File: config.mk
export PLATFORM = sky130hd
export DESIGN_NAME = dmem_port_arbiter
export DESIGN_NICKNAME = d
export VERILOG_FILES = /design/src/rtl/dmem_port_arbiter.sv
export SDC_FILE = /design/constraint.sdc
export NUM_CORES = 1
export LEC_CHECK = 0
export BUFFER_PORTS_ARGS = -buffer_cell sky130_fd_sc_hd__buf_2
export CORE_AREA = 2 2 62 64
export CTS_CLUSTER_SIZE = 20
export DETAILED_ROUTE_END_ITERATION = 6
export DIE_AREA = 0 0 64 66
export PLACE_DENSITY = 0.75
export SETUP_SLACK_MARGIN = 0.2
export SLEW_MARGIN = 40
export SYNTH_ARGS = -nofsm -noshare
export SYNTH_HDL_FRONTEND = slang
export SYNTH_SLANG_ARGS = --single-unit
File: constraint.sdc
create_clock -name clk -period 1.7 [get_ports clk]
set_input_delay 0.34 -clock clk [delete_from_list [all_inputs] [get_ports clk]]
set_output_delay 0.34 -clock clk [all_outputs]
set_load 0.01 [all_outputs]
File: src/rtl/dmem_port_arbiter.sv
// Two-port arbiter in front of the single-port DataMemory: pipeline (A) has priority,
// loader (B) is served within MAX_WAIT cycles. Optional DMEM_ALIGN_CHECK_EN adds a_misalign.
module dmem_port_arbiter #(
    parameter int AW       = 16,
    parameter int DW       = 16,
    parameter int MAX_WAIT = 4
) (
    input  logic          clk,
    input  logic          rst_n,
    input  logic          a_rd,
    input  logic          a_wr,
    input  logic          a_word,
    input  logic [AW-1:0] a_addr,
    input  logic [DW-1:0] a_wdata,
    output logic          a_stall,
    output logic          a_rvalid,
    output logic [DW-1:0] a_rdata,
    input  logic          b_req,
    input  logic          b_we,
    input  logic          b_word,
    input  logic [AW-1:0] b_addr,
    input  logic [DW-1:0] b_wdata,
    output logic          b_gnt,
    output logic          b_rvalid,
    output logic [DW-1:0] b_rdata,
    output logic          mem_rd_en,
    output logic          mem_wr_en,
    output logic          mem_word,
    output logic [AW-1:0] mem_addr,
    output logic [DW-1:0] mem_wdata,
    input  logic [DW-1:0] mem_rdata
`ifdef DMEM_ALIGN_CHECK_EN
    ,
    output logic          a_misalign
`endif
);

    typedef enum logic [1:0] {
        RSEL_NONE = 2'd0,
        RSEL_A    = 2'd1,
        RSEL_B    = 2'd2
    } rsel_t;

    localparam logic [3:0] MAX_W = 4'(MAX_WAIT);

    logic       a_act;
    logic       gnt_a, gnt_b;
    logic [3:0] wait_cnt, wait_nxt;
    logic       sel_rd, sel_wr, sel_word, misalign;
    rsel_t      rsel, rsel_nxt;

    assign a_act = a_rd | a_wr;

    // Grant selection; reset forces no grant so every enable and b_gnt drop to 0.
    always_comb begin
        gnt_a    = 1'b0;
        gnt_b    = 1'b0;
        wait_nxt = '0;
        if (rst_n) begin
            if (a_act && b_req) begin
                if (wait_cnt < MAX_W) begin
                    gnt_a    = 1'b1;
                    wait_nxt = wait_cnt + 4'd1;
                end else begin
                    gnt_b = 1'b1;
                end
            end else if (a_act) begin
                gnt_a = 1'b1;
            end else if (b_req) begin
                gnt_b = 1'b1;
            end
        end
    end

    assign b_gnt   = gnt_b;
    assign a_stall = gnt_b & a_act;

    always_comb begin
        sel_rd    = 1'b0;
        sel_wr    = 1'b0;
        sel_word  = 1'b0;
        mem_addr  = '0;
        mem_wdata = '0;
        if (gnt_a) begin
            sel_wr    = a_wr;
            sel_rd    = a_rd & ~a_wr;
            sel_word  = a_word;
            mem_addr  = a_addr;
            mem_wdata = a_wdata;
        end else if (gnt_b) begin
            sel_wr    = b_we;
            sel_rd    = ~b_we;
            sel_word  = b_word;
            mem_addr  = b_addr;
            mem_wdata = b_wdata;
        end
`ifdef DMEM_ALIGN_CHECK_EN
        misalign = (gnt_a | gnt_b) & sel_word & mem_addr[0];
`else
        misalign = 1'b0;
`endif
    end

    assign mem_rd_en = sel_rd & ~misalign;
    assign mem_wr_en = sel_wr & ~misalign;
    assign mem_word  = sel_word;

`ifdef DMEM_ALIGN_CHECK_EN
    assign a_misalign = gnt_a & misalign;
`endif

    always_comb begin
        rsel_nxt = RSEL_NONE;
        if (mem_rd_en)
            rsel_nxt = gnt_a ? RSEL_A : RSEL_B;
    end

    always_ff @(posedge clk) begin
        if (!rst_n) begin
            wait_cnt <= '0;
            rsel     <= RSEL_NONE;
        end else begin
            wait_cnt <= wait_nxt;
            rsel     <= rsel_nxt;
        end
    end

    assign a_rvalid = (rsel == RSEL_A);
    assign b_rvalid = (rsel == RSEL_B);
    assign a_rdata  = a_rvalid ? mem_rdata : '0;
    assign b_rdata  = b_rvalid ? mem_rdata : '0;

endmodule

==> results.cfg <==
[floorplan]
dieArea_um2 = 4220
io_pins = 159
rows = 22
die_y_um = 66
fp.coreArea_um2 = 3550
die_w_um = 64
start_util_pct = 23.6

[clock_network]
cts_buffers = 3
insertion_delay_ns = 0.25
cts.sinks = 6
clockBufferDepth = 2
cts_tree = yes
path_clk_slew_ns = 0.05
root_buffer = clkbuf_4
cts_max_level = 1
cts_hold_buf = 0

[drt]
wl_met1_um = 1740
routed.top_layer = met4
postRouteAntennaNets = 0
via_count = 1503
dr_wl_met2_um = 2670
route.met3.wl_um = 349
viasPerCell = 4.62
firstDrtPassIters = 4
wire_per_inst_um = 14.9
drc = 0
wirelength_um = 4830
dr.first_iter.drc_count = 20

[finish]
final_cell_mix = buf_2 (126), buf_6 (42), a22o_1 (33)
area_delta_synth_final_pct = 161
drive_above_1_share_pct = 80.1
final_cells = 325
nets = 367
final_common_cell = buf_2

[status]
violations = negative setup slack
status = complete, but fails checks

[sta]
grt_setup_unrepaired = true
fin_crit_ns = 1.82
hold_viol_final = 0
final.setup.worst_slack_ns = -0.123
post-route-period-util_pct = 107
finalSetupViolations = 33
finClkSkew_ns = 0.0100
fin_tns_setup_ns = -3.32
fmax_ghz = 0.548
hold_ws_ns = 0.264
drv_slew = 0

[power_and_ir_drop]
internal-power_mw = 0.481
p_leak_nw = 1.26
seqPwrFrac_pct = 20.1
p_sw_mw = 0.260
power.share.clock_pct = 18.7
cellPowerDensity_nw_per_um2 = 339
p_sw_share_pct = 35.1
irDropWorstVdd_v = 0.000526
pwr-share-comb_pct = 61.2

[critical_path]
endpoint_kind = output pin
cp.arrival_ns = 1.48
criticalPathCategory = flop to output pin
required_ns = 1.36
crit_fanout = 23
cp-start-kind = flop

[placement]
place.gp.congestion = 0.755
dpl.cell_count = 314
hpwl_um = 3120
port-buffer-count = 158
dp_slack_ns = -0.0335

[logic_synthesis]
yosysSeqAreaShare_pct = 14.3
ys_types = 23
ys_warn_count = 0
synth_area_um2 = 838
ys_ff_latch = 6
syn_nets = 195
avgSynthCellArea_um2 = 7.91
synthCells = 106

[grt]
grt_pass1_wl_um = 5710
grt.overflow.total = 0
antenna_found_initial = 1
grt_use_total_pct = 16.9
grt_max_degree = 24
grt_pass1_vias = 1243

[worst_hold_path]
holdCritPathClass = primary input to flop

[flow_run]
max-cap-violations = 0
-- routing by layer --
layer | track usage, % | vias to the layer above
li1 | - | 733
met1 | 18.5 | 682
met2 | 34.0 | 80
met3 | 3.58 | 8
met4 | 1.63 | 0
met5 | 0 | -
-- critical path, cell delays in order, from the launching register on --
cell and delay, ns:
dfxtp_2 0.33, o311a_4 0.39, buf_12 0.16, a22o_1 0.22
buf_2 0.14
-- kinds of logic (layout without fill, tap and decap cells) --
logic type	after synthesis	in the layout	synth area share, %
compound gates	39	39	39.6
fa+ha+maj	1	1	1.49
buf+inv	10	180	7.76
flops	6	6	14.3
other cells	1	2	0.447
simple gates	49	49	36.4
-- layout make-up --
| class | instances | area (um^2) |
|---|---|---|
| Sequential cell | 6 | 125 |
| Clock buffer | 3 | 22.5 |
| Antenna cell | 1 | 2.50 |
| Tap cell | 48 | 60.1 |
| Timing Repair Buffer | 176 | 1190 |
| Fill cell | 314 | 1370 |
| Inverter | 1 | 3.75 |
| Multi-Input combinational cell | 90 | 782 |
-- cells in the mapped netlist --
library cell,n,share of area (%)
ha_1,1,1.5
nand2_1,2,0.90
nor2_1,1,0.45
nor3_1,1,0.60
o311a_1,1,1.2
nor4b_1,1,1.0
a21o_1,1,0.90
nor2b_1,4,3.0
nor2_2,1,0.75
buf_6,3,4.0
a21oi_1,2,1.2
nand2b_1,2,1.5
and2_1,34,25
conb_1,1,0.45
nor4_1,1,0.75
clkbuf_1,2,0.90
a22o_1,33,34
buf_2,4,2.4
dfxtp_1,6,14
nor3_2,1,1.2
inv_1,1,0.45
o21a_1,2,1.8
nor3b_1,1,0.90
-- stage by stage --
stage / total power [mW] / utilization (%) / area, um^2
after global placement: 0.520 / 48.8 / 1730
final: 0.741 / 61.5 / 2180
after floorplan: 0.317 / - / 850
after CTS: 0.699 / 53.9 / 1910
after global routing: 0.788 / 61.5 / 2180
after detailed placement: 0.526 / 48.8 / 1730
-- power groups by stage --
stage | Clock [mW] | Combinational, mW | Sequential [mW]
3_3_place_gp | 0 | 0.370 | 0.150
3_5_place_dp | 0 | 0.376 | 0.150
4_1_cts | 0.140 | 0.410 | 0.149
2_1_floorplan | 0 | 0.167 | 0.150
5_1_grt | 0.155 | 0.484 | 0.149
6_report | 0.138 | 0.454 | 0.149
-- flip-flops by register name (all words and copies together) (netlist names) --
register and cells:
wait_cnt 4, rsel 2
-- repair_timing --
item                       CTS  global route
hold endpoints to repair     0             0
buffers inserted             2             0
pin swaps                    4            33
cloned                       4             1
setup endpoints to repair   38            68
gates resized for setup     34            60
-- worst paths after layout --
path              cells past startpoint  slack [ns]   startpoint           end
setup / recovery                      4       -0.12  wait_cnt[2]  mem_addr[10]
hold / removal                        2        0.26         b_we       rsel[1]
setup reg to reg                      3        0.62  wait_cnt[2]       rsel[1]
hold reg to reg                       1        0.42  wait_cnt[0]   wait_cnt[0]
Power figures use the tool's default switching activity.
